===== src/rtl/dff_bank_arbiter_if.sv =====
// Purpose: bundles the requester-side bus of the shared register-bank arbiter.
// Latency: none (wiring only).
// Backpressure: none; requesters hold req until ack, the arbiter never stalls the bus itself.
interface dff_bank_arbiter_if #(
    parameter int N_REQ = 4,
    parameter int WIDTH = 8
);
    logic [N_REQ-1:0]       req;
    logic [N_REQ*WIDTH-1:0] wdata;
    logic [N_REQ-1:0]       grant;
    logic [N_REQ-1:0]       ack;
    logic [WIDTH-1:0]       q;
    logic                   busy;

    // Requester side: drives requests and data, observes arbitration results.
    modport master (
        output req,
        output wdata,
        input  grant,
        input  ack,
        input  q,
        input  busy
    );

    // Arbiter side.
    modport slave (
        input  req,
        input  wdata,
        output grant,
        output ack,
        output q,
        output busy
    );
endinterface


===== src/rtl/dff_bank_arbiter.sv =====
// Purpose: round-robin arbiter that commits one requester's data per transaction into a shared register bank.
// Latency: req before edge k -> grant after edge k -> q and ack after edge k+1; one write per 2 cycles sustained.
// Backpressure: losers simply keep req asserted; a winner dropping req while granted aborts without a write.
module dff_bank_arbiter #(
    parameter int N_REQ = 4,
    parameter int WIDTH = 8
) (
    input  logic               clk,
    input  logic               rst_async_n,
    input  logic               clr_sync,
    dff_bank_arbiter_if.slave  bus
);

    localparam int IDX_W = (N_REQ > 1) ? $clog2(N_REQ) : 1;
    localparam int CW    = IDX_W + 1;

    typedef enum logic [1:0] {
        IDLE  = 2'd0,
        GRANT = 2'd1,
        DONE  = 2'd2
    } state_t;

    state_t           state, state_nxt;
    logic [IDX_W-1:0] ptr, ptr_nxt;
    logic [IDX_W-1:0] win, win_nxt;
    logic [IDX_W-1:0] pick;
    logic             pick_vld;
    logic [CW-1:0]    cand;
    logic [N_REQ-1:0] elig;
    logic [N_REQ-1:0] grant_r, grant_nxt;
    logic [N_REQ-1:0] ack_r, ack_nxt;
    logic [WIDTH-1:0] q_r;
    logic             wr_en;

    // The requester just acked is not eligible again in its DONE cycle.
    always_comb begin
        elig = bus.req;
        if (state == DONE) begin
            elig[win] = 1'b0;
        end
    end

    // Wrap-around priority search starting at ptr; first eligible requester wins.
    always_comb begin
        pick_vld = 1'b0;
        pick     = '0;
        cand     = '0;
        for (int i = 0; i < N_REQ; i++) begin
            cand = {1'b0, ptr} + CW'(i);
            if (cand >= CW'(N_REQ)) begin
                cand = cand - CW'(N_REQ);
            end
            if (!pick_vld && elig[cand[IDX_W-1:0]]) begin
                pick_vld = 1'b1;
                pick     = cand[IDX_W-1:0];
            end
        end
    end

    // Next-state and registered-output decode.
    always_comb begin
        state_nxt = state;
        ptr_nxt   = ptr;
        win_nxt   = win;
        grant_nxt = '0;
        ack_nxt   = '0;
        wr_en     = 1'b0;
        case (state)
            IDLE, DONE: begin
                if (pick_vld) begin
                    win_nxt         = pick;
                    grant_nxt[pick] = 1'b1;
                    state_nxt       = GRANT;
                end else begin
                    state_nxt = IDLE;
                end
            end
            GRANT: begin
                if (bus.req[win]) begin
                    wr_en        = 1'b1;
                    ack_nxt[win] = 1'b1;
                    ptr_nxt      = (win == IDX_W'(N_REQ - 1)) ? '0 : win + IDX_W'(1);
                    state_nxt    = DONE;
                end else begin
                    // Winner withdrew: no write, priority stays where it was.
                    state_nxt = IDLE;
                end
            end
            default: begin
                state_nxt = IDLE;
            end
        endcase
    end

    // FSM, priority pointer, winner index and grant/ack registers.
    always_ff @(posedge clk or negedge rst_async_n) begin
        if (!rst_async_n) begin
            state   <= IDLE;
            ptr     <= '0;
            win     <= '0;
            grant_r <= '0;
            ack_r   <= '0;
        end else begin
            state   <= state_nxt;
            ptr     <= ptr_nxt;
            win     <= win_nxt;
            grant_r <= grant_nxt;
            ack_r   <= ack_nxt;
        end
    end

    // Register bank: synchronous clear beats a coincident write, whose data is dropped.
    always_ff @(posedge clk or negedge rst_async_n) begin
        if (!rst_async_n) begin
            q_r <= '0;
        end else if (clr_sync) begin
            q_r <= '0;
        end else if (wr_en) begin
            q_r <= bus.wdata[int'(win)*WIDTH +: WIDTH];
        end
    end

    assign bus.grant = grant_r;
    assign bus.ack   = ack_r;
    assign bus.q     = q_r;
    assign bus.busy  = (state != IDLE);

endmodule


===== src/flat_wrapper.sv =====
// flat-port wrapper written by rule: the top's interface ports become plain ports
module dff_bank_arbiter_flat 
#(
    parameter int N_REQ = 4,
    parameter int WIDTH = 8
)
  (clk, rst_async_n, clr_sync, bus_req, bus_wdata, bus_grant, bus_ack, bus_q, bus_busy);
  dff_bank_arbiter_if #(.N_REQ(N_REQ), .WIDTH(WIDTH)) bus_i ();
  input  logic clk;
  input  logic rst_async_n;
  input  logic clr_sync;
  input wire logic [$bits(bus_i.req)-1:0] bus_req;
  input wire logic [$bits(bus_i.wdata)-1:0] bus_wdata;
  output wire logic [$bits(bus_i.grant)-1:0] bus_grant;
  output wire logic [$bits(bus_i.ack)-1:0] bus_ack;
  output wire logic [$bits(bus_i.q)-1:0] bus_q;
  output wire logic [$bits(bus_i.busy)-1:0] bus_busy;
  assign bus_i.req = bus_req;
  assign bus_i.wdata = bus_wdata;
  assign bus_grant = bus_i.grant;
  assign bus_ack = bus_i.ack;
  assign bus_q = bus_i.q;
  assign bus_busy = bus_i.busy;
  dff_bank_arbiter #(.N_REQ(N_REQ), .WIDTH(WIDTH)) u_core (.clk(clk), .rst_async_n(rst_async_n), .clr_sync(clr_sync), .bus(bus_i));
endmodule

===== config.mk =====
export PLATFORM = sky130hd
export DESIGN_NAME = dff_bank_arbiter_flat
export DESIGN_NICKNAME = d
export VERILOG_FILES = /design/src/rtl/dff_bank_arbiter_if.sv /design/src/rtl/dff_bank_arbiter.sv /design/src/flat_wrapper.sv
export SDC_FILE = /design/constraint.sdc
export NUM_CORES = 1
export LEC_CHECK = 0
export CORE_MARGIN = 2
export CORE_UTILIZATION = 38
export CTS_CLUSTER_SIZE = 12
export DETAILED_ROUTE_END_ITERATION = 6
export PLACE_DENSITY = 0.75
export SLEW_MARGIN = 40
export SYNTH_ARGS = -nofsm -noshare
export SYNTH_HDL_FRONTEND = slang
export SYNTH_SLANG_ARGS = --single-unit

===== constraint.sdc =====
create_clock -name clk -period 2.1 [get_ports clk]
set_input_delay 0.21 -clock clk [delete_from_list [all_inputs] [get_ports clk]]
set_output_delay 0.21 -clock clk [all_outputs]
set_load 0.005 [all_outputs]

==> metrics.md, run 1 <==
| Metric | Value |
|---|---|
| Initial antenna violation count | `0` |
| Largest net degree at the start of global routing | `23` |
| Design area | `2020 um^2` |
| Most frequent cells in the layout | `clkdlybuf4s50_1 (55), dfrtp_1 (22), nand3_1 (10)` |
| CTS buffer count | `3` |
| Sw power | `0.000842 W` |
| Post-route DRC | `0` |
| Fill count | `288` |
| HPWL Detailed | `3030 um` |
| Clk buf depth | `2` |
| Clock Skews | `approximately 11 ps` |
| Hold Violations, Final | `0` |
| Worst endpoint required time | `2290 ps` |
| Syn nets | `163` |
| Sequential power share | `a little under a third` |
| Distinct cell type count after synthesis | `42` |
| WS Path Type | `reg -> reg` |
| Min-Delay Path Class | `in -> async` |
| ANT cells | `0` |
| Post-DRT Antenna Nets | `0` |
| Initial Util | `40.0%` |
| Status | `finished, final reports clean` |
| Fin nets | `223` |
| Num rows | `21` |
| Die Ht | `63.7 um` |
| Mapped Cells | `120` |
| Cell Area, Synth | `1360 um^2` |
| Int Power | `0.00140 W` |
| Setup Fix Bufs, Post-CTS | `0` |
| Placed Area | `1980 um^2` |
| Setup Viol. Count Final | `0` |
| Crit end category | `flip-flop` |
| Initial DRC Count | `91` |
| Non-Filler Instances | `225` |
| Max FO, Critical Path | `6` |
| Cell count after placement | `~220` |
| Clk slew on worst S/H paths | `around 120 ps` |
| Clock sink count | `22` |
| Total track usage | `18.7%` |
| CP Buf/Inv Count | `1` |
| Vias in the first global route | `around 1.2k` |
| Final worst setup slack | `231 ps` |
| Most used flip-flop cell after synthesis | `dfrtp_1` |
| Max cap viols | `0` |
| Leak | `between 0.8 and 0.9 nW` |
| Wire per inst | `16.1 um` |
| Combinational Power Share | `58.3%` |
| Achievable frequency | `~0.54 GHz` |
| Die area | `between 4000 and 5000 um^2` |
| DR vias/cell | `5.40` |
| Switching share of total power | `37.6%` |
| Vias | `roughly 1.2k` |
| First-pass GRT wire length | `5880 um` |
| Pwr dens | `between 1000 and 1500 nW/um^2` |
| Pins Over Slew Limit | `0` |
| Post_cts resized | `0` |
| Final WL | `between 3000 and 4000 um` |
| IO buf count | `55` |
| CP max stage cell | `dfrtp_1` |
| Hold_ws | `250 ps` |
| CTS root buf | `clkbuf_4` |
| Layout area overhead | `49.1%` |
| Slew HR | `a little under three quarters` |
| Worst vdd ir | `0.000727 V` |
| Most common cell after layout, fill and taps aside | `clkdlybuf4s50_1` |
| Post-route clock period utilization | `89.0%` |
| Crit-path cells | `ha_1, nand3b_4, a22oi_2, a31o_2, inv_2, mux2_1` |
| Ys Warns | `0` |
| Post-route setup TNS | `0 ps` |
| Post-route minimum period | `roughly 1900 ps` |
| Clock power share | `9.9%` |
| I/O pin count | `56` |
| Slowest stage delay, CP | `between 400 and 500 ps` |
| Initial DRT Pass Iterations | `5` |
| Grt total ovfl | `0` |
| Synth async-reset ratio | `100%` |
| TritonCTS clock tree | `done` |
| Share of layout cells above drive strength 1 | `18.4%` |
| Critical Path AT | `2060 ps` |
| DIE WIDTH | `63.7 um` |
| Core Box Area | `3390 um^2` |
| Skew-Pair Late Insertion Delay | `about 300 ps` |
| Htree depth | `1` |
| RSZ-0062 raised after global routing | `no` |
| Syn Area/Cell | `11.3 um^2` |
| Hold_buf cts | `0` |
| Final weighted congestion in routability-driven placement | `0.848` |
| CP startpoint kind | `flip-flop` |
| Worst slew pin tran | `~430 ps` |
| Number of synthesized register bits | `22` |
| Dpl ws | `186 ps` |
| Number of synthesized flops with an enable pin | `0` |
| Sequential area share after synthesis | `40.6%` |
| Top delay family on crit path | `compound AO/OA/AOI/OAI gates` |
layer usage:
layer	share of wire (%)	up-vias	track usage [%]
li1	-	582	-
met1	43	592	25.3
met2	53	39	31.2
met3	3.2	2	3.39
met4	0.72	0	4.08
met5	0	-	0
sequential cells by signal, indices dropped and copies added, names as in the netlist:
signal            cells
u_core.bus.grant      4
u_core.bus.ack        4
u_core.state          2
u_core.win            2
u_core.ptr            2
u_core.bus.q          8
layout make-up:
class | count | area (um^2) | area share [%]
multi-input cells | 83 | 739 | 36.6
repair buffers | 63 | 611 | 30.2
inverters | 7 | 26.3 | 1.30
well taps | 46 | 57.6 | 2.85
flip-flops and latches | 22 | 551 | 27.2
clock buffers | 4 | 36.3 | 1.80
cells by family (layout without fill, tap and decap cells):
family | count (synthesis) | after routing | synth area share (%)
flops | 22 | 22 | 40.6
mux | 11 | 11 | 15.7
buf+inv | 15 | 74 | 4.80
simple gates | 31 | 31 | 14.5
fa+ha+maj | 4 | 4 | 3.69
compound gates | 37 | 37 | 20.7
power groups by stage:
stage | sequential, W | clock (W) | combinational, W
final | 0.000712 | 0.000222 | 0.00130
after global routing | 0.000737 | 0.000257 | 0.00141
after CTS | 0.000714 | 0.000231 | 0.00131
after detailed placement | 0.000724 | 0 | 0.00130
after global placement | 0.000714 | 0 | 0.00128
after floorplan | 0.000689 | 0 | 0.000789
cells in the mapped netlist, types with 2 or more instances:
cell type	number	area (um^2)
nand3b_1	3	22.5
ha_1	4	50.1
dfrtp_1	22	551
and3b_2	2	20.0
nand3_1	10	50.1
a211oi_1	2	15.0
mux4_2	8	180
a21oi_1	8	40.0
o21ai_0	9	45.0
and3_1	4	25.0
o22ai_1	3	18.8
clkbuf_1	2	7.51
buf_2	4	20.0
a211o_1	3	26.3
nand2_1	4	15.0
inv_1	6	22.5
path summary, 6_finish.rpt:
kind                                       from                 to  slack, ps  depth (start not counted)
worst min-delay path                rst_async_n  u_core.bus.ack[0]        250                          2
worst max-delay path              u_core.win[1]      u_core.win[1]        230                          6
worst min register to register  u_core.bus.q[7]    u_core.bus.q[7]        550                          2
max in group asynchronous           rst_async_n    u_core.bus.q[4]       1620                          2
worst max register to register    u_core.win[1]      u_core.win[1]        230                          6
min in group clk                u_core.bus.q[7]    u_core.bus.q[7]        550                          2
metrics by stage:
stage | total power, W | util [%]
after detailed placement | 0.00203 | 58.5
after global placement | 0.00199 | 58.5
after CTS | 0.00226 | 59.6
after global routing | 0.00241 | 59.6
after floorplan | 0.00148 | -
final | 0.00224 | 59.6
No activity file was read; power rests on OpenSTA's default activity.
==> run 2: changes to the inputs <==
--- a/config.mk
+++ b/config.mk
@@ -5,7 +5,7 @@
 export SDC_FILE = /design/constraint.sdc
 export NUM_CORES = 1
 export LEC_CHECK = 0
-export CORE_MARGIN = 2
+export CORE_MARGIN = 4
 export CORE_UTILIZATION = 38
 export CTS_CLUSTER_SIZE = 12
 export DETAILED_ROUTE_END_ITERATION = 6
==> metrics.md, run 2 (same netlist as run 1, synthesis figures left out) <==
| Metric | Value |
|---|---|
| Worst R2R Start | `u_core.win[1]` |
| Worst slew pin tran | `429 ps (+3.33 ps)` |
| Achievable frequency | `0.523 GHz (-2.2%)` |
| Critical Path AT | `2130 ps (+70 ps)` |
| Wire per inst | `16.7 um (+3.5%)` |
| HPWL Detailed | `3110 um (+2.7%)` |
| Htree depth | `1 (unchanged)` |
| Setup Viol. Count Final | `0 (unchanged)` |
| Initial Util | `40.0% (unchanged)` |
| Post-route clock period utilization | `91.0% (+2.0 points)` |
| Share of layout cells above drive strength 1 | `18.0% (-0.46 points)` |
| Most Used Layer, Global Route | `met2` |
| Most common cell after layout, fill and taps aside | `clkdlybuf4s50_1` |
| Hold Violations, Final | `0 (unchanged)` |
| Initial DRC Count | `83 (-8.8%)` |
| Clk slew on worst S/H paths | `110 ps (about the same)` |
| Post_cts resized | `0 (unchanged)` |
| Most frequent cells in the layout | `clkdlybuf4s50_1 (55), dfrtp_1 (22), nand3_1 (10)` |
| First-pass GRT wire length | `5910 um (+0.60%)` |
| Setup Fix Bufs, Post-CTS | `0 (unchanged)` |
| Setup slack, reg-to-reg | `190 ps (-40 ps)` |
| CTS root buf | `clkbuf_4` |
| Worst R2R End | `u_core.bus.grant[3]` |
| Hold_ws | `239 ps (-10.2 ps)` |
| Num rows | `21 (unchanged)` |
| DR vias/cell | `5.53 (+2.3%)` |
| Skew-Pair Late Insertion Delay | `300 ps (about the same)` |
| CTS buffer count | `3 (unchanged)` |
| Post-route setup TNS | `0 ps (unchanged)` |
| Min-Delay Path Class | `in -> async` |
| DIE WIDTH | `67.7 um (+6.3%)` |
| Clock sink count | `22 (unchanged)` |
| Initial antenna violation count | `0 (unchanged)` |
| Post-route minimum period | `1910 ps (+42.2 ps)` |
| GR Layer Usage met1 | `22.7% (-2.6 points)` |
| Die area | `4590 um^2 (+13%)` |
| Max cap viols | `0 (unchanged)` |
| Final WL | `3740 um (+3.1%)` |
| Clk buf depth | `2 (unchanged)` |
| WS Path Type | `reg -> reg` |
| I/O pin count | `56 (unchanged)` |
| Grt total ovfl | `0 (unchanged)` |
| Final weighted congestion in routability-driven placement | `0.989 (+17%)` |
| Status | `finished, final reports clean` |
| Worst vdd ir | `0.000771 V (+6.0%)` |
| RSZ-0062 raised after global routing | `no` |
| M3 GR Usage | `4.49% (+1.1 points)` |
| R2r worst-path depth | `6 (unchanged)` |
| M2 GR Usage | `27.5% (-3.7 points)` |
| Core Box Area | `3390 um^2 (unchanged)` |
| Total track usage | `17.3% (-1.4 points)` |
| Post-DRT Antenna Nets | `0 (unchanged)` |
| Vias in the first global route | `1246 (+4.3%)` |
| Initial DRT Pass Iterations | `6 (+1)` |
| Post-route DRC | `0 (unchanged)` |
| Leak | `0.864 nW (-0.57%)` |
| Clock Skews | `4.09 ps (-6.74 ps)` |
| Fin nets | `222 (-0.45%)` |
| Largest net degree at the start of global routing | `23 (unchanged)` |
| IO buf count | `55 (unchanged)` |
| ANT cells | `0 (unchanged)` |
| Max FO, Critical Path | `8 (+2)` |
| CP startpoint kind | `flip-flop` |
| TritonCTS clock tree | `done` |
| Layout area overhead | `48.6%` |
| Worst endpoint required time | `2310 ps (+20 ps)` |
| Hold_buf cts | `0 (unchanged)` |
| Pins Over Slew Limit | `0 (unchanged)` |
| Max reg flops | `8 (unchanged)` |
| Slew HR | `71.4% (-0.22 points)` |
| Crit end category | `flip-flop` |
| Pwr dens | `1110 nW/um^2 (+0.10%)` |
| Die Ht | `67.7 um (+6.3%)` |
| Vias | `1238 (+1.9%)` |
-- run 2: worst max-delay path by stage --
stage / startpoint / to / slack [ps] / depth (start not counted)
finish: u_core.win[1] / u_core.bus.grant[3] / 190 / 6
global placement: bus_req[3] / u_core.ptr[1] / 230 / 5
detailed placement: u_core.win[0] / u_core.bus.grant[3] / 190 / 6
CTS: u_core.win[0] / u_core.bus.grant[3] / 140 / 6
global route: u_core.win[0] / u_core.bus.grant[3] / 6 / 6
floorplan: u_core.win[0] / u_core.bus.grant[0] / 40 / 7
-- run 2: critical path, stage by stage (launching register included) --
cell      delay [ps]
dfrtp_1          490
inv_1            140
ha_1             200
and3b_2          220
o22ai_1          100
a311oi_2         430
nor3b_1          260
-- run 2: layout make-up --
class	instances	area, um^2
well taps	46	57.6
flip-flops and latches	22	551
repair buffers	62	603
clock buffers	4	36.3
multi-input cells	83	739
fillers	274	1380
inverters	7	26.3
-- run 2: power by group --
| part | switching [W] | total [W] | internal, W |
|---|---|---|---|
| registers | 0.000149 | 0.000719 | 0.000570 |
| logic | 0.000580 | 0.00129 | 0.000708 |
| clock network | 0.000120 | 0.000225 | 0.000106 |
-- run 2: metal layers --
metal / share of wire, % / routed length (um)
met2: 53 / 1970
met5: 0 / 0
met4: 2.1 / 78
met3: 5.6 / 210
met1: 40 / 1490
-- run 2: stage by stage --
stage | worst slack (ps) | total power (W) | util [%] | cell area (um^2) | instances
floorplan | 38.1 | 0.00148 | - | 1360 | 120
global placement | 232 | 0.00198 | 58.3 | 1980 | 220
detailed placement | 189 | 0.00202 | 58.3 | 1980 | 220
CTS | 143 | 0.00225 | 59.4 | 2010 | 224
global route | 5.96 | 0.00241 | 59.4 | 2010 | 224
finish | 189 | 0.00223 | 59.4 | 2010 | 224
==> RTL edit, RTL diff (config.mk and constraints of run 1) <==
Encoding of `state_t`: now one-hot (3 bits for 3 states).
--- a/src/rtl/dff_bank_arbiter.sv
+++ b/src/rtl/dff_bank_arbiter.sv
@@ -14,10 +14,10 @@
     localparam int IDX_W = (N_REQ > 1) ? $clog2(N_REQ) : 1;
     localparam int CW    = IDX_W + 1;
 
-    typedef enum logic [1:0] {
-        IDLE  = 2'd0,
-        GRANT = 2'd1,
-        DONE  = 2'd2
+    typedef enum logic [2:0] {
+        IDLE  = 3'b001,
+        GRANT = 3'b010,
+        DONE  = 3'b100
     } state_t;
 
     state_t           state, state_nxt;
Check against the original RTL: same outputs for any inputs over 10 cycles, from zero or initial values and one cycle with rst_async_n low; not proved beyond that.
==> RTL edit against run 1 <==
  * Synthesized area up 3.2%
  * Fmax decreased by 6.6%
  * Largest cell class unchanged
  * Total power down 8.1%
  * Global-route usage shrank 1.6 points
  * Setup slack worse by 130 ps
  * Highest routed layer unchanged
  * Hold slack better by 41 ps
  * Routed wire length down 12%
  * Sequential cell count grew 1
  * Largest power group unchanged
  * Cell area is 2.2% higher
==> RTL edit: results (changes against run 1) <==
Root Driver -> clkbuf_8 (was clkbuf_4)
CP delay by family, top -> flip-flops (was compound AO/OA/AOI/OAI gates)
main flop type after synthesis -> dfrtp_1 (unchanged)
Reg clk slew, reported paths -> 80 ps (was 120 ps)
post-cts resize count -> 0 (unchanged)
synthesized netlist cell count -> 112 (was 120)
Synth async-reset ratio -> 100.0% (unchanged)
Clock Skews -> 1.380 ps (was 10.83 ps)
routability cong. -> 1.004 (was 0.8482)
yosys warns -> 0 (unchanged)
GRT Util Overall -> 17.03% (was 18.67%)
WHS -> 290.2 ps (was 249.7 ps)
maximum net fanout on the critical path -> 9 (was 6)
internal reg-to-reg setup slack -> 180 ps (was 230 ps)
Hold Vio Cnt, Final -> 0 (unchanged)
layout cells sized above 1 -> 14.12% (was 18.44%)
Inserted Diodes -> 0 (unchanged)
Fill cells -> 283 (was 288)
Placed Cells incl. Taps -> 214 (was 221)
Clock Latency Late Sink -> 260 ps (was 300 ps)
total wire length -> 3.197 mm (was 3.631 mm)
Final Non-Filler Cells -> 218 (was 225)
run status -> finished, final reports clean (unchanged)
total setup buffers inserted after CTS -> 0 (unchanged)
vias post-DR -> 1188 (was 1215)
largest net degree at the start of global routing -> 24 (was 23)
Crit path largest cell delay -> 600 ps (was 460 ps)
maxcap violations -> 0 (unchanged)
CTS H-Tree Depth -> 1 (unchanged)
CTS Buffer Depth -> 2 (unchanged)
Peak VDD IR -> 0.3967 mV (was 0.7273 mV)
Largest register FFs -> 8 (unchanged)
dpl hpwl -> 2.555 mm (was 3.028 mm)
sequential share of the synthesized area -> 41.23% (was 40.63%)
post-synthesis cell type count -> 40 (was 42)
FF-to-FF Start -> u_core.win[0] (was u_core.win[1])
Synth area leaders -> dfrtp_1 39%, mux4_2 14%, mux2i_1 5.7%, ha_1 3.6%, nand4bb_1 3.2% (was dfrtp_1 41%, mux4_2 13%, ha_1 3.7%, nand3_1 3.7%, o21ai_0 3.3%)
cells on worst reg2reg path -> 6 (unchanged)
Worst-Margin Slew -> 482.5 ps (was 425.9 ps)
CP Data Arrival Time -> 1790 ps (was 2060 ps)
static leakage -> 0.8414 nW (was 0.8686 nW)
commonest cells in the netlist -> 22 x dfrtp_1, 11 x nor2_1, 9 x mux4_2 (was 22 x dfrtp_1, 10 x nand3_1, 9 x o21ai_0)
drt pass-1 iters -> 4 (was 5)
Port Buffers -> 55 (unchanged)
initial antenna violation count -> 0 (unchanged)
Net Count, Synth -> 155 (was 163)
first-pass GRT wire length -> 5.561 mm (was 5.878 mm)
First DRT Iteration DRCs -> 56 (was 91)
reg2reg end -> u_core.bus.grant[0] (was u_core.win[1])
CP max stage cell -> dfstp_2 (was dfrtp_1)
-- RTL edit: changes by cell type after synthesis, sizes merged, moves of 3 or more --
cell and delta:
nand4 +4, a21oi -6, o22ai -3, nand3b -3
o21ai -8, mux2i +7, a211oi -3, nor2 +10
and3 -3, nand3 -10, and2 +4, nand4bb +4
-- RTL edit: logic make-up after synthesis --
kind of cell    Yosys count  share of synthesized area, %
simple gates             37                         16.91
buf+inv                  12                         4.740
mux                      19                         22.09
xor+xnor                  1                        0.6262
compound gates           16                         10.82
fa+ha+maj                 4                         3.578
flops                    23                         41.23
-- RTL edit: final cells by class --
type	count	area, um2	area share (%)
Inverter	5	18.77	0.9091
Clock buffer	4	45.04	2.182
Sequential cell	23	576.8	27.94
Timing Repair Buffer	61	608.1	29.45
Multi-Input combinational cell	77	755.7	36.61
Tap cell	48	60.06	2.909
-- RTL edit: report_power, final --
part	leakage [nW]	internal, mW	switching (mW)
Clock	0.0228	0.136	0.142
Combinational	0.513	0.642	0.425
Sequential	0.306	0.572	0.141
Total	0.841	1.35	0.707
-- RTL edit: worst reg2reg max path, cell delays in order, from the launching register on --
cell	delay (ps)
dfrtp_1	460
inv_1	130
ha_1	190
and4bb_1	260
o32ai_1	100
a311oi_2	440
and4b_1	240
-- RTL edit: worst max path at each step --
stage / startpoint / to / cells past startpoint
2_1_floorplan: u_core.win[0] / u_core.win[1] / 7
3_3_place_gp: bus_req[3] / u_core.bus.q[3] / 6
3_5_place_dp: bus_req[3] / u_core.bus.q[2] / 6
4_1_cts: u_core.state[0] / bus_busy / 2
5_1_grt: u_core.state[0] / bus_busy / 2
6_report: u_core.state[0] / bus_busy / 2
-- RTL edit: per-layer routing --
| metal | track usage (%) | up-vias | wire, um |
|---|---|---|---|
| met5 | 0 | - | 0 |
| met4 | 3.989 | 0 | 25 |
| met3 | 3.646 | 2 | 319 |
| met2 | 29.56 | 75 | 1564 |
| met1 | 21.77 | 568 | 1288 |
| li1 | - | 543 | - |
-- RTL edit: per-stage QoR --
step | instance area (um2) | setup WS, ps
CTS | 2064 | 89.04
finish | 2064 | 99.68
floorplan | 1399 | 47.45
detailed placement | 2019 | 100.3
global route | 2064 | 39.21
global placement | 2019 | 151.3
